$ cat src/rtl/ahb_timer_sched_pkg.sv
// Register map, CTRL bit positions and sizing shared by the timer scheduler.
// Pure definitions: no latency, no flow control.
package ahb_timer_sched_pkg;

  localparam int NUM_CH         = 4;
  localparam int PRESCALE_RATIO = 128;
  localparam int PRESCALE_W     = 7;
  localparam logic [PRESCALE_W-1:0] PRESCALE_LAST = PRESCALE_W'(PRESCALE_RATIO - 1);

  // Byte offsets within the 64-byte window decoded from HADDR[5:2]
  localparam logic [5:0] OFF_CTRL  = 6'h00;
  localparam logic [5:0] OFF_COUNT = 6'h04;
  localparam logic [5:0] OFF_PEND  = 6'h08;
  localparam logic [5:0] OFF_IRQID = 6'h0C;
  localparam logic [5:0] OFF_CMP0  = 6'h10;
  localparam logic [5:0] OFF_PER3  = 6'h2C;

  localparam int CTRL_GEN_BIT = 0;
  localparam int CTRL_PRE_BIT = 1;
  localparam int CTRL_EN_LSB  = 4;

  localparam logic [31:0] CMP_RESET = 32'hFFFF_FFFF;

  function automatic logic is_ch_reg(input logic [5:0] off);
    return (off >= OFF_CMP0) && (off <= OFF_PER3);
  endfunction

  // CMPn sits at 0x10+8n, PERn at 0x14+8n
  function automatic logic [1:0] ch_of(input logic [5:0] off);
    return 2'((off - OFF_CMP0) >> 3);
  endfunction

endpackage

$ cat src/rtl/ahb_timer_sched_arb.sv
// Round-robin grant over four requests; grant registered one cycle after request.
// Grant held until its request drops, then released for one cycle before re-arbitration.
module rr_arbiter4 (
  input  logic       clk,
  input  logic       rst,
  input  logic [3:0] req,
  output logic       grant_vld,
  output logic [1:0] grant_id
);

  logic       vld_q, vld_d;
  logic [1:0] id_q, id_d;
  logic [1:0] last_q, last_d;
  logic [1:0] cand;
  logic       found;

  always_comb begin
    vld_d  = vld_q;
    id_d   = id_q;
    last_d = last_q;
    cand   = '0;
    found  = 1'b0;
    if (vld_q) begin
      if (!req[id_q]) begin
        vld_d  = 1'b0;
        last_d = id_q;
      end
    end else if (|req) begin
      // Search starts one past the last-served channel and wraps back to it
      for (int i = 1; i <= 4; i++) begin
        cand = last_q + 2'(i);
        if (req[cand] && !found) begin
          found = 1'b1;
          vld_d = 1'b1;
          id_d  = cand;
        end
      end
    end
  end

  always_ff @(posedge clk) begin
    if (rst) begin
      vld_q  <= 1'b0;
      id_q   <= 2'd0;
      last_q <= 2'd3;
    end else begin
      vld_q  <= vld_d;
      id_q   <= id_d;
      last_q <= last_d;
    end
  end

  assign grant_vld = vld_q;
  assign grant_id  = id_q;

endmodule

$ cat src/rtl/ahb_timer_sched.sv
// AHB-Lite 4-channel compare timer with round-robin IRQ; zero wait states, reads combinational
// in the data phase, never back-pressures. TIMER_SCHED_PRESCALE_EN adds a divide-by-128 tick.
module ahb_timer_sched (
  input  logic        HCLK,
  input  logic        HRESET,
  input  logic        HSEL,
  input  logic [31:0] HADDR,
  input  logic [1:0]  HTRANS,
  input  logic        HWRITE,
  input  logic        HREADY,
  input  logic [31:0] HWDATA,
  output logic [31:0] HRDATA,
  output logic        HREADYOUT,
  output logic        timer_irq,
  output logic [1:0]  irq_id
);
  import ahb_timer_sched_pkg::*;

  logic [3:0]  addr_q, addr_d;
  logic        wr_q, wr_d;
  logic        act_q, act_d;
  logic        gen_q, gen_d;
  logic [3:0]  en_q, en_d;
  logic [31:0] count_q, count_d;
  logic [3:0]  pend_q, pend_d;
  logic [3:0]  armed_q, armed_d;
  logic [31:0] cmp_q [NUM_CH];
  logic [31:0] cmp_d [NUM_CH];
  logic [31:0] per_q [NUM_CH];
  logic [31:0] per_d [NUM_CH];
  logic        tick;
  logic [3:0]  expire;
  logic        wr_en;
  logic [5:0]  off;
  logic        grant_vld;
  logic [1:0]  grant_id;
  logic        unused_bits;

`ifdef TIMER_SCHED_PRESCALE_EN
  logic                  pre_q, pre_d;
  logic [PRESCALE_W-1:0] presc_q, presc_d;
`else
  logic                  pre_q;
  assign pre_q = 1'b0;
`endif

  assign unused_bits = ^{HADDR[31:6], HADDR[1:0], HTRANS[0]};
  assign HREADYOUT   = 1'b1;
  assign wr_en       = act_q & wr_q;
  assign off         = {addr_q, 2'b00};

  always_comb begin
    tick = gen_q;
`ifdef TIMER_SCHED_PRESCALE_EN
    presc_d = gen_q ? presc_q + 7'd1 : '0;
    if (pre_q) tick = gen_q && (presc_q == PRESCALE_LAST);
`endif
  end

  always_comb begin
    for (int n = 0; n < NUM_CH; n++)
      expire[n] = tick && armed_q[n] && en_q[n] && (count_q == cmp_q[n]);
  end

  always_comb begin
    act_d   = HSEL & HREADY & HTRANS[1];
    addr_d  = act_d ? HADDR[5:2] : addr_q;
    wr_d    = act_d ? HWRITE : wr_q;
    gen_d   = gen_q;
    en_d    = en_q;
    count_d = tick ? count_q + 32'd1 : count_q;
    pend_d  = pend_q;
    armed_d = armed_q;
    cmp_d   = cmp_q;
    per_d   = per_q;
`ifdef TIMER_SCHED_PRESCALE_EN
    pre_d   = pre_q;
`endif
    if (wr_en && off == OFF_CTRL) begin
      gen_d = HWDATA[CTRL_GEN_BIT];
      en_d  = HWDATA[CTRL_EN_LSB +: 4];
`ifdef TIMER_SCHED_PRESCALE_EN
      pre_d = HWDATA[CTRL_PRE_BIT];
`endif
    end
    if (wr_en && off == OFF_PEND)
      pend_d = pend_q & ~HWDATA[3:0];
    // Expiry is applied after the W1C so a same-cycle set wins
    for (int n = 0; n < NUM_CH; n++) begin
      if (expire[n]) begin
        pend_d[n] = 1'b1;
        if (per_q[n] != 32'd0) cmp_d[n] = cmp_q[n] + per_q[n];
        else                   armed_d[n] = 1'b0;
      end
    end
    // A bus write to CMPn lands last, overriding any reload in the same cycle
    if (wr_en && is_ch_reg(off)) begin
      if (off[2]) begin
        per_d[ch_of(off)] = HWDATA;
      end else begin
        cmp_d[ch_of(off)]   = HWDATA;
        armed_d[ch_of(off)] = 1'b1;
      end
    end
  end

  always_comb begin
    HRDATA = '0;
    if (act_q && !wr_q) begin
      if (off == OFF_CTRL)       HRDATA = {24'd0, en_q, 2'b00, pre_q, gen_q};
      else if (off == OFF_COUNT) HRDATA = count_q;
      else if (off == OFF_PEND)  HRDATA = {28'd0, pend_q};
      else if (off == OFF_IRQID) HRDATA = {grant_vld, 29'd0, grant_id};
      else if (is_ch_reg(off))   HRDATA = off[2] ? per_q[ch_of(off)] : cmp_q[ch_of(off)];
    end
  end

  rr_arbiter4 u_arb (
    .clk       (HCLK),
    .rst       (HRESET),
    .req       (pend_q & en_q),
    .grant_vld (grant_vld),
    .grant_id  (grant_id)
  );

  assign timer_irq = grant_vld;
  assign irq_id    = grant_id;

  always_ff @(posedge HCLK) begin
    if (HRESET) begin
      addr_q  <= '0;
      wr_q    <= 1'b0;
      act_q   <= 1'b0;
      gen_q   <= 1'b0;
      en_q    <= '0;
      count_q <= '0;
      pend_q  <= '0;
      armed_q <= '0;
      for (int n = 0; n < NUM_CH; n++) begin
        cmp_q[n] <= CMP_RESET;
        per_q[n] <= '0;
      end
    end else begin
      addr_q  <= addr_d;
      wr_q    <= wr_d;
      act_q   <= act_d;
      gen_q   <= gen_d;
      en_q    <= en_d;
      count_q <= count_d;
      pend_q  <= pend_d;
      armed_q <= armed_d;
      cmp_q   <= cmp_d;
      per_q   <= per_d;
    end
  end

`ifdef TIMER_SCHED_PRESCALE_EN
  always_ff @(posedge HCLK) begin
    if (HRESET) begin
      pre_q   <= 1'b0;
      presc_q <= '0;
    end else begin
      pre_q   <= pre_d;
      presc_q <= presc_d;
    end
  end
`endif

endmodule

$ cat config.mk
export PLATFORM = sky130hd
export DESIGN_NAME = ahb_timer_sched
export DESIGN_NICKNAME = d
export VERILOG_FILES = /design/src/rtl/ahb_timer_sched_pkg.sv /design/src/rtl/ahb_timer_sched_arb.sv /design/src/rtl/ahb_timer_sched.sv
export SDC_FILE = /design/constraint.sdc
export NUM_CORES = 1
export LEC_CHECK = 0
export BUFFER_PORTS_ARGS = -buffer_cell sky130_fd_sc_hd__buf_2
export CELL_PAD_IN_SITES_DETAIL_PLACEMENT = 0
export CELL_PAD_IN_SITES_GLOBAL_PLACEMENT = 1
export CORE_ASPECT_RATIO = 0.8
export CORE_MARGIN = 4
export CORE_UTILIZATION = 48
export CTS_CLUSTER_DIAMETER = 80
export DETAILED_ROUTE_END_ITERATION = 6
export HOLD_SLACK_MARGIN = 0.1
export PLACE_DENSITY_LB_ADDON = 0.15
export SYNTH_ARGS = -nofsm -noshare
export SYNTH_HDL_FRONTEND = slang
export SYNTH_SLANG_ARGS = --single-unit
$ cat constraint.sdc
create_clock -name HCLK -period 4 [get_ports HCLK]
set_input_delay 0.6 -clock HCLK [delete_from_list [all_inputs] [get_ports HCLK]]
set_output_delay 0.6 -clock HCLK [all_outputs]
set_load 0.02 [all_outputs]
==> out/results.ini, run 1 <==
[floorplan]
dieArea_um2 = 52100
rows = 71
start_util = 0.491
die_y_um = 205
pin_count = 107
fp.coreArea_um2 = 47400
dieWidth_um = 254

[status]
status = finished with violations
violations = design-rule violations

[power]
swShare = 0.244
p_sw_mw = 1.75
p_per_area_nw_per_um2 = 281
p_total_mw = 7.19
combPwrFrac = 0.041
power.internal_mw = 5.44
pwr-share-seq = 0.435
clkPwrFrac = 0.524
ir_drop_uv = 238
p_leak_nw = 9.91

[routing]
finalWirelength_um = 96200
postRouteAntennaNets = 0
wl_per_cell_um = 27.1
drc = 2
drt_pass1_iterations = 7
viasPerCell = 6.47
drt_iter0_drc = 2638
vias = 22900

[synthesis]
yosys_register_bits = 312
synth.avg_cell_area_um2 = 8.01
syn_nets = 3106
synth_area_leaders = dfxtp_1, nand2_1, ha_1, mux4_2, a21oi_1
synth-edff-count = 0
synthArstFlopShare = 0
syn-instance-count = 2906
ys_top_cells_by_count = nand2_1, dfxtp_1, a21oi_1
synth_ff_type = dfxtp_1
synth_top_area_cell = dfxtp_1
netlist_area_um2 = 23300
ys_warn_count = 0
synth_top_area_frac = 0.268
ys_types = 88
yosysMostFrequentCell = nand2_1
ys_seq_area_frac = 0.268

[sta]
report.final.slew_viol_count = 0
worst_slew_pin_slew_ps = 1040
hold_viol = 0
holdWs_ps = 278
fin_crit_ps = 3700
setup_tns_ps = 0
finalSetupViolations = 0
slew_headroom = 0.306
fmax_mhz = 270
fin_ws_ps = 296
clock_skew_ps = 18.0
rsz0062_at_grt = no
period_share = 0.926

[setup_path]
end_kind = output port
crit_path_top_delay_cell = dfxtp_4
r2r-end = cmp_q[58]
cpPeakStageDelay_ps = 860
arrival_ps = 3100
critical_path.top_delay_family = flip-flops
r2r-start = cmp_q[32]
cp.required_ps = 3400
crit_chain = buf_4 > mux4_2 > mux2_2 > a22oi_1 > nor2_1 > buf_2
worstPathMaxFanout = 50
crit_type = reg2out
critPathBufInv = 2
reg2reg_slack_ps = 380
start_kind = flip-flop
r2r.worst_path.cells = 13

[final_layout]
area_growth_pct = 10.1
nets = 3095
multiInputGateArea_um2 = 16000
final_util = 0.540
stdcell_area_um2 = 25600
drive_gt1_frac = 0.128
fin_cells = 3545
nFillCells = 4441
seq_area_um2 = 6250

[clock_network]
cts_buffers = 38
cts_setup_buffers = 0
ctsResizeCount = 0
clk_pin_slew_worst_paths_ps = 60
cts_tree = yes
htree_levels = 2
hold_buffers = 0
insertion_delay_ps = 560
clock_sinks = 312
clockBufferDepth = 3
root_buffer = clkbuf_16

[worst_hold_path]
worstHoldEndpoint = addr_q[2]
hp-start = HADDR[4]
hp-class = in2reg
min_delay_path_depth = 3

[place]
gp_congestion = 1.04
place_inst = 3475
dp_hpwl_um = 75300
io_buffers = 76
postPlaceCellArea_um2 = 24300
place_ws_ps = 449

[global_routing]
grt_antenna_before_repair = 1
grt_pass1_wl_um = 141000
grt_max_degree = 72
grt_pass1_vias = 21300
overflow = 0
grtUsageTotal = 0.361

[run]
maxCapViolCount = 0

power groups by stage:
stage / registers, mW / logic (mW) / clock network [mW]
floorplan: 3.18 / 0.174 / 0
finish: 3.12 / 0.294 / 3.77
detailed placement: 3.19 / 0.281 / 0
global route: 3.12 / 0.301 / 3.93
global placement: 3.19 / 0.280 / 0
CTS: 3.12 / 0.281 / 3.80
state kept, by name, indices dropped and copies added (netlist names):
register / count
per_q: 128
u_arb.last_q: 2
en_q: 4
addr_q: 4
wr_q: 1
count_q: 32
act_q: 1
cmp_q: 128
pend_q: 4
u_arb.grant_id: 2
u_arb.grant_vld: 1
armed_q: 4
gen_q: 1
how the worst max path moves through the flow:
stage	endpoint	depth (start not counted)	from
after floorplan	HRDATA[0]	8	addr_q[2]
after global placement	cmp_q[94]	12	cmp_q[64]
after detailed placement	cmp_q[94]	12	cmp_q[64]
after CTS	HRDATA[23]	6	addr_q[2]
after global routing	cmp_q[94]	12	cmp_q[64]
final	HRDATA[23]	6	addr_q[2]
placed cells by master (no fill, tap or decap), drive strengths merged, types with 6 or more instances in the layout:
cell type    n
clkinv      10
buf        167
or4          7
mux2i       91
or2          9
xnor2      146
nand2b      17
nor2       209
a211oi      35
nor2b       21
o22ai        6
a21boi       6
a22oi       27
xor2       113
nor4        53
and2        16
and4         8
o21ai      143
ha         125
inv         30
o21a        15
clkbuf      50
nor3        33
nand3       46
a222oi       7
a21o        73
mux4        65
dfxtp      312
a31oi       20
nand4       42
and3        30
o21bai      12
a41oi        7
nor3b        6
nand2      495
mux2        35
a21oi      280
o211ai      64
worst min-delay path, stage by stage:
cell and delay (ps):
buf_2 70, mux2i_1 50, nor2_1 80
layout make-up:
class,count,share of cell area
Multi-Input combinational cell,2346,0.626
Clock inverter,19,0.00942
Inverter,30,0.00454
Tap cell,620,0.0303
Antenna cell,1,0.0000977
Clock buffer,50,0.0425
Timing Repair Buffer,167,0.0432
Sequential cell,312,0.244
kinds of logic after synthesis:
kind of cell,share of synthesized area
compound gates,0.200
xor+xnor,0.0975
fa+ha+maj,0.0706
buf+inv,0.0450
flops,0.268
mux,0.119
other cells,0.000161
simple gates,0.199
layer usage:
layer  GRT usage  wire [um]
met1       0.557      43200
met2       0.493      37300
met3      0.0875      12700
met4       0.105       2950
met5           0         16
Note: power is estimated with default switching activity, not from simulation.
==> inputs of run 2 (changes only) <==
Settings changed: ABC_AREA set to 1, CORE_UTILIZATION 48 to 44.
==> out/results.ini, run 2 <==
[power]
pwr-share-seq = 0.441
p_sw_mw = 1.83
p_leak_nw = 15.4
p_total_mw = 7.07
clkPwrFrac = 0.495
power.internal_mw = 5.24
swShare = 0.259
combPwrFrac = 0.064
ir_drop_uv = 301
p_per_area_nw_per_um2 = 245

[synthesis]
ys_warn_count = 0
synth_top_family_by_area = simple AND/OR/NAND/NOR gates
synth.avg_cell_area_um2 = 5.65
ys_seq_area_frac = 0.232
netlist_area_um2 = 26900
synth_ff_type = dfxtp_1
ys_top_cells_by_count = nand2_1, inv_1, a21oi_1
syn_nets = 4954
synthSimpleGateAreaFrac = 0.380
synth_area_leaders = nand2_1, dfxtp_1, inv_1, a21oi_1, nand3_1
synthMuxAreaShare = 0
synth_top_area_frac = 0.234
yosys_register_bits = 312
synth-edff-count = 0
syn-instance-count = 4754
yosysMostFrequentCell = nand2_1
synth_fa_ha_area_frac = 0.0612
yosys.area_share.xor_xnor = 0.0339
synth-compound-area-share = 0.158
synth_top_area_cell = nand2_1
synthArstFlopShare = 0
ys_types = 45

[clock_network]
insertion_delay_ps = 550
ctsResizeCount = 0
clk_pin_slew_worst_paths_ps = 60
clock_sinks = 312
htree_levels = 2
hold_buffers = 0
cts_tree = yes
cts_buffers = 37
clockBufferDepth = 3
root_buffer = clkbuf_16
cts_setup_buffers = 0

[final_layout]
fin_cells = 5521
nFillCells = 6677
area_growth_pct = 7.22
drive_gt1_frac = 0.0456
nets = 4917
layout_common_cells = nand2_1, inv_1, a21oi_1
antenna_cells = 0
final_common_cell = nand2_1
reg.largest.list = cmp_q (128), per_q (128), count_q (32)

[routing]
drc = 0
vias = 30400
viasPerCell = 5.50
drt_pass1_iterations = 6
postRouteAntennaNets = 0
finalWirelength_um = 118000
wl_per_cell_um = 21.4
drt_iter0_drc = 3501

[setup_path]
crit_chain = inv_1 > nand2_1 > buf_4 > o22ai_1 > o21ai_0 > nand3_1 > nand2_1 > o21ai_0 > a21oi_1 > buf_2
crit_path_top_delay_cell = dfxtp_1
end_kind = output port
critical_path.top_delay_family = simple AND/OR/NAND/NOR gates
start_kind = flip-flop
cpPeakStageDelay_ps = 450
critPathBufInv = 3
arrival_ps = 2900
crit_type = reg2out
cp.required_ps = 3400
worstPathMaxFanout = 18

[global_routing]
met1_usage = 0.496
grt_busiest_layer = met2
use_met3 = 0.0651
met2_usage = 0.516
grt_antenna_before_repair = 7
grt_max_degree = 130
grtUsageTotal = 0.346
grt_pass1_wl_um = 173000
overflow = 0
grt_pass1_vias = 27200

[sta]
fmax_mhz = 286
fin_ws_ps = 498
worst_slew_pin_slew_ps = 1170
period_share = 0.875
report.final.slew_viol_count = 0
setup_tns_ps = 0
finalSetupViolations = 0
slew_headroom = 0.218
rsz0062_at_grt = no
fin_crit_ps = 3500
hold_viol = 0
clock_skew_ps = 16.5

[place]
gp_congestion = 0.985
dp_hpwl_um = 95500
place_inst = 5457
place_ws_ps = 1110
io_buffers = 76

[run]
maxCapViolCount = 0

[floorplan]
dieWidth_um = 284
rows = 80
fp.coreArea_um2 = 60100
die_y_um = 229
dieArea_um2 = 65100
start_util = 0.448
pin_count = 107

[worst_hold_path]
hp-class = in2reg

[status]
status = finished, final reports clean

[run 2: kinds of logic after synthesis]
group / Yosys count
xor gates and xnor gates: 104
other: 1
DFF: 312
buffers and inverters: 899
adders and majority gates: 129
and+or+nand+nor: 2507
AOI/OAI and AO/OA: 802
[run 2: path summary, 6_finish.rpt]
check / cells past startpoint / slack [ps] / end / start
max: 10 / 500 / HRDATA[31] / addr_q[2]
min: 3 / 340 / wr_q / HWRITE
max reg2reg: 12 / 930 / cmp_q[89] / gen_q
min reg2reg: 2 / 480 / armed_q[1] / armed_q[1]
[run 2: final cells by class]
| type | count | area [um^2] | share of cell area |
|---|---|---|---|
| sequential | 312 | 6250 | 0.217 |
| clock inverter | 9 | 120 | 0.00417 |
| clock buffer | 55 | 1080 | 0.0376 |
| inverter | 708 | 2660 | 0.0924 |
| multi-input combinational | 3543 | 17000 | 0.591 |
| timing repair buffer | 115 | 692 | 0.0240 |
| tap | 779 | 975 | 0.0338 |
[run 2: metrics by stage]
stage | instance area [um^2] | utilization | hold WS (ps)
floorplan | 26900 | - | 444
global placement | 27600 | 0.460 | 460
detailed placement | 27600 | 0.460 | 466
CTS | 28800 | 0.480 | 339
global route | 28800 | 0.480 | 365
finish | 28800 | 0.480 | 344
[run 2: worst reg2reg max path: stages, from the launching register on]
cell,delay [ps]
dfxtp_1,480
buf_4,260
nand2_1,80
nor2_1,250
nand3_1,160
nor2_1,170
nand3_1,230
nor2_1,230
nand3_2,100
inv_2,540
nand3_1,280
nand2_1,130
nand2_1,50
[run 2: per-layer routing]
layer,vias to the layer above,part of all wire
li1,15000,-
met1,13800,0.46
met2,1302,0.41
met3,237,0.088
met4,6,0.043
met5,-,0.00027
[run 2: power by group through the flow]
stage	clock network (mW)	logic (mW)	registers [mW]
final	3.50	0.452	3.12
after global routing	3.65	0.486	3.11
after CTS	3.52	0.440	3.12
after detailed placement	0	0.438	3.18
after global placement	0	0.438	3.18
after floorplan	0	0.255	3.18
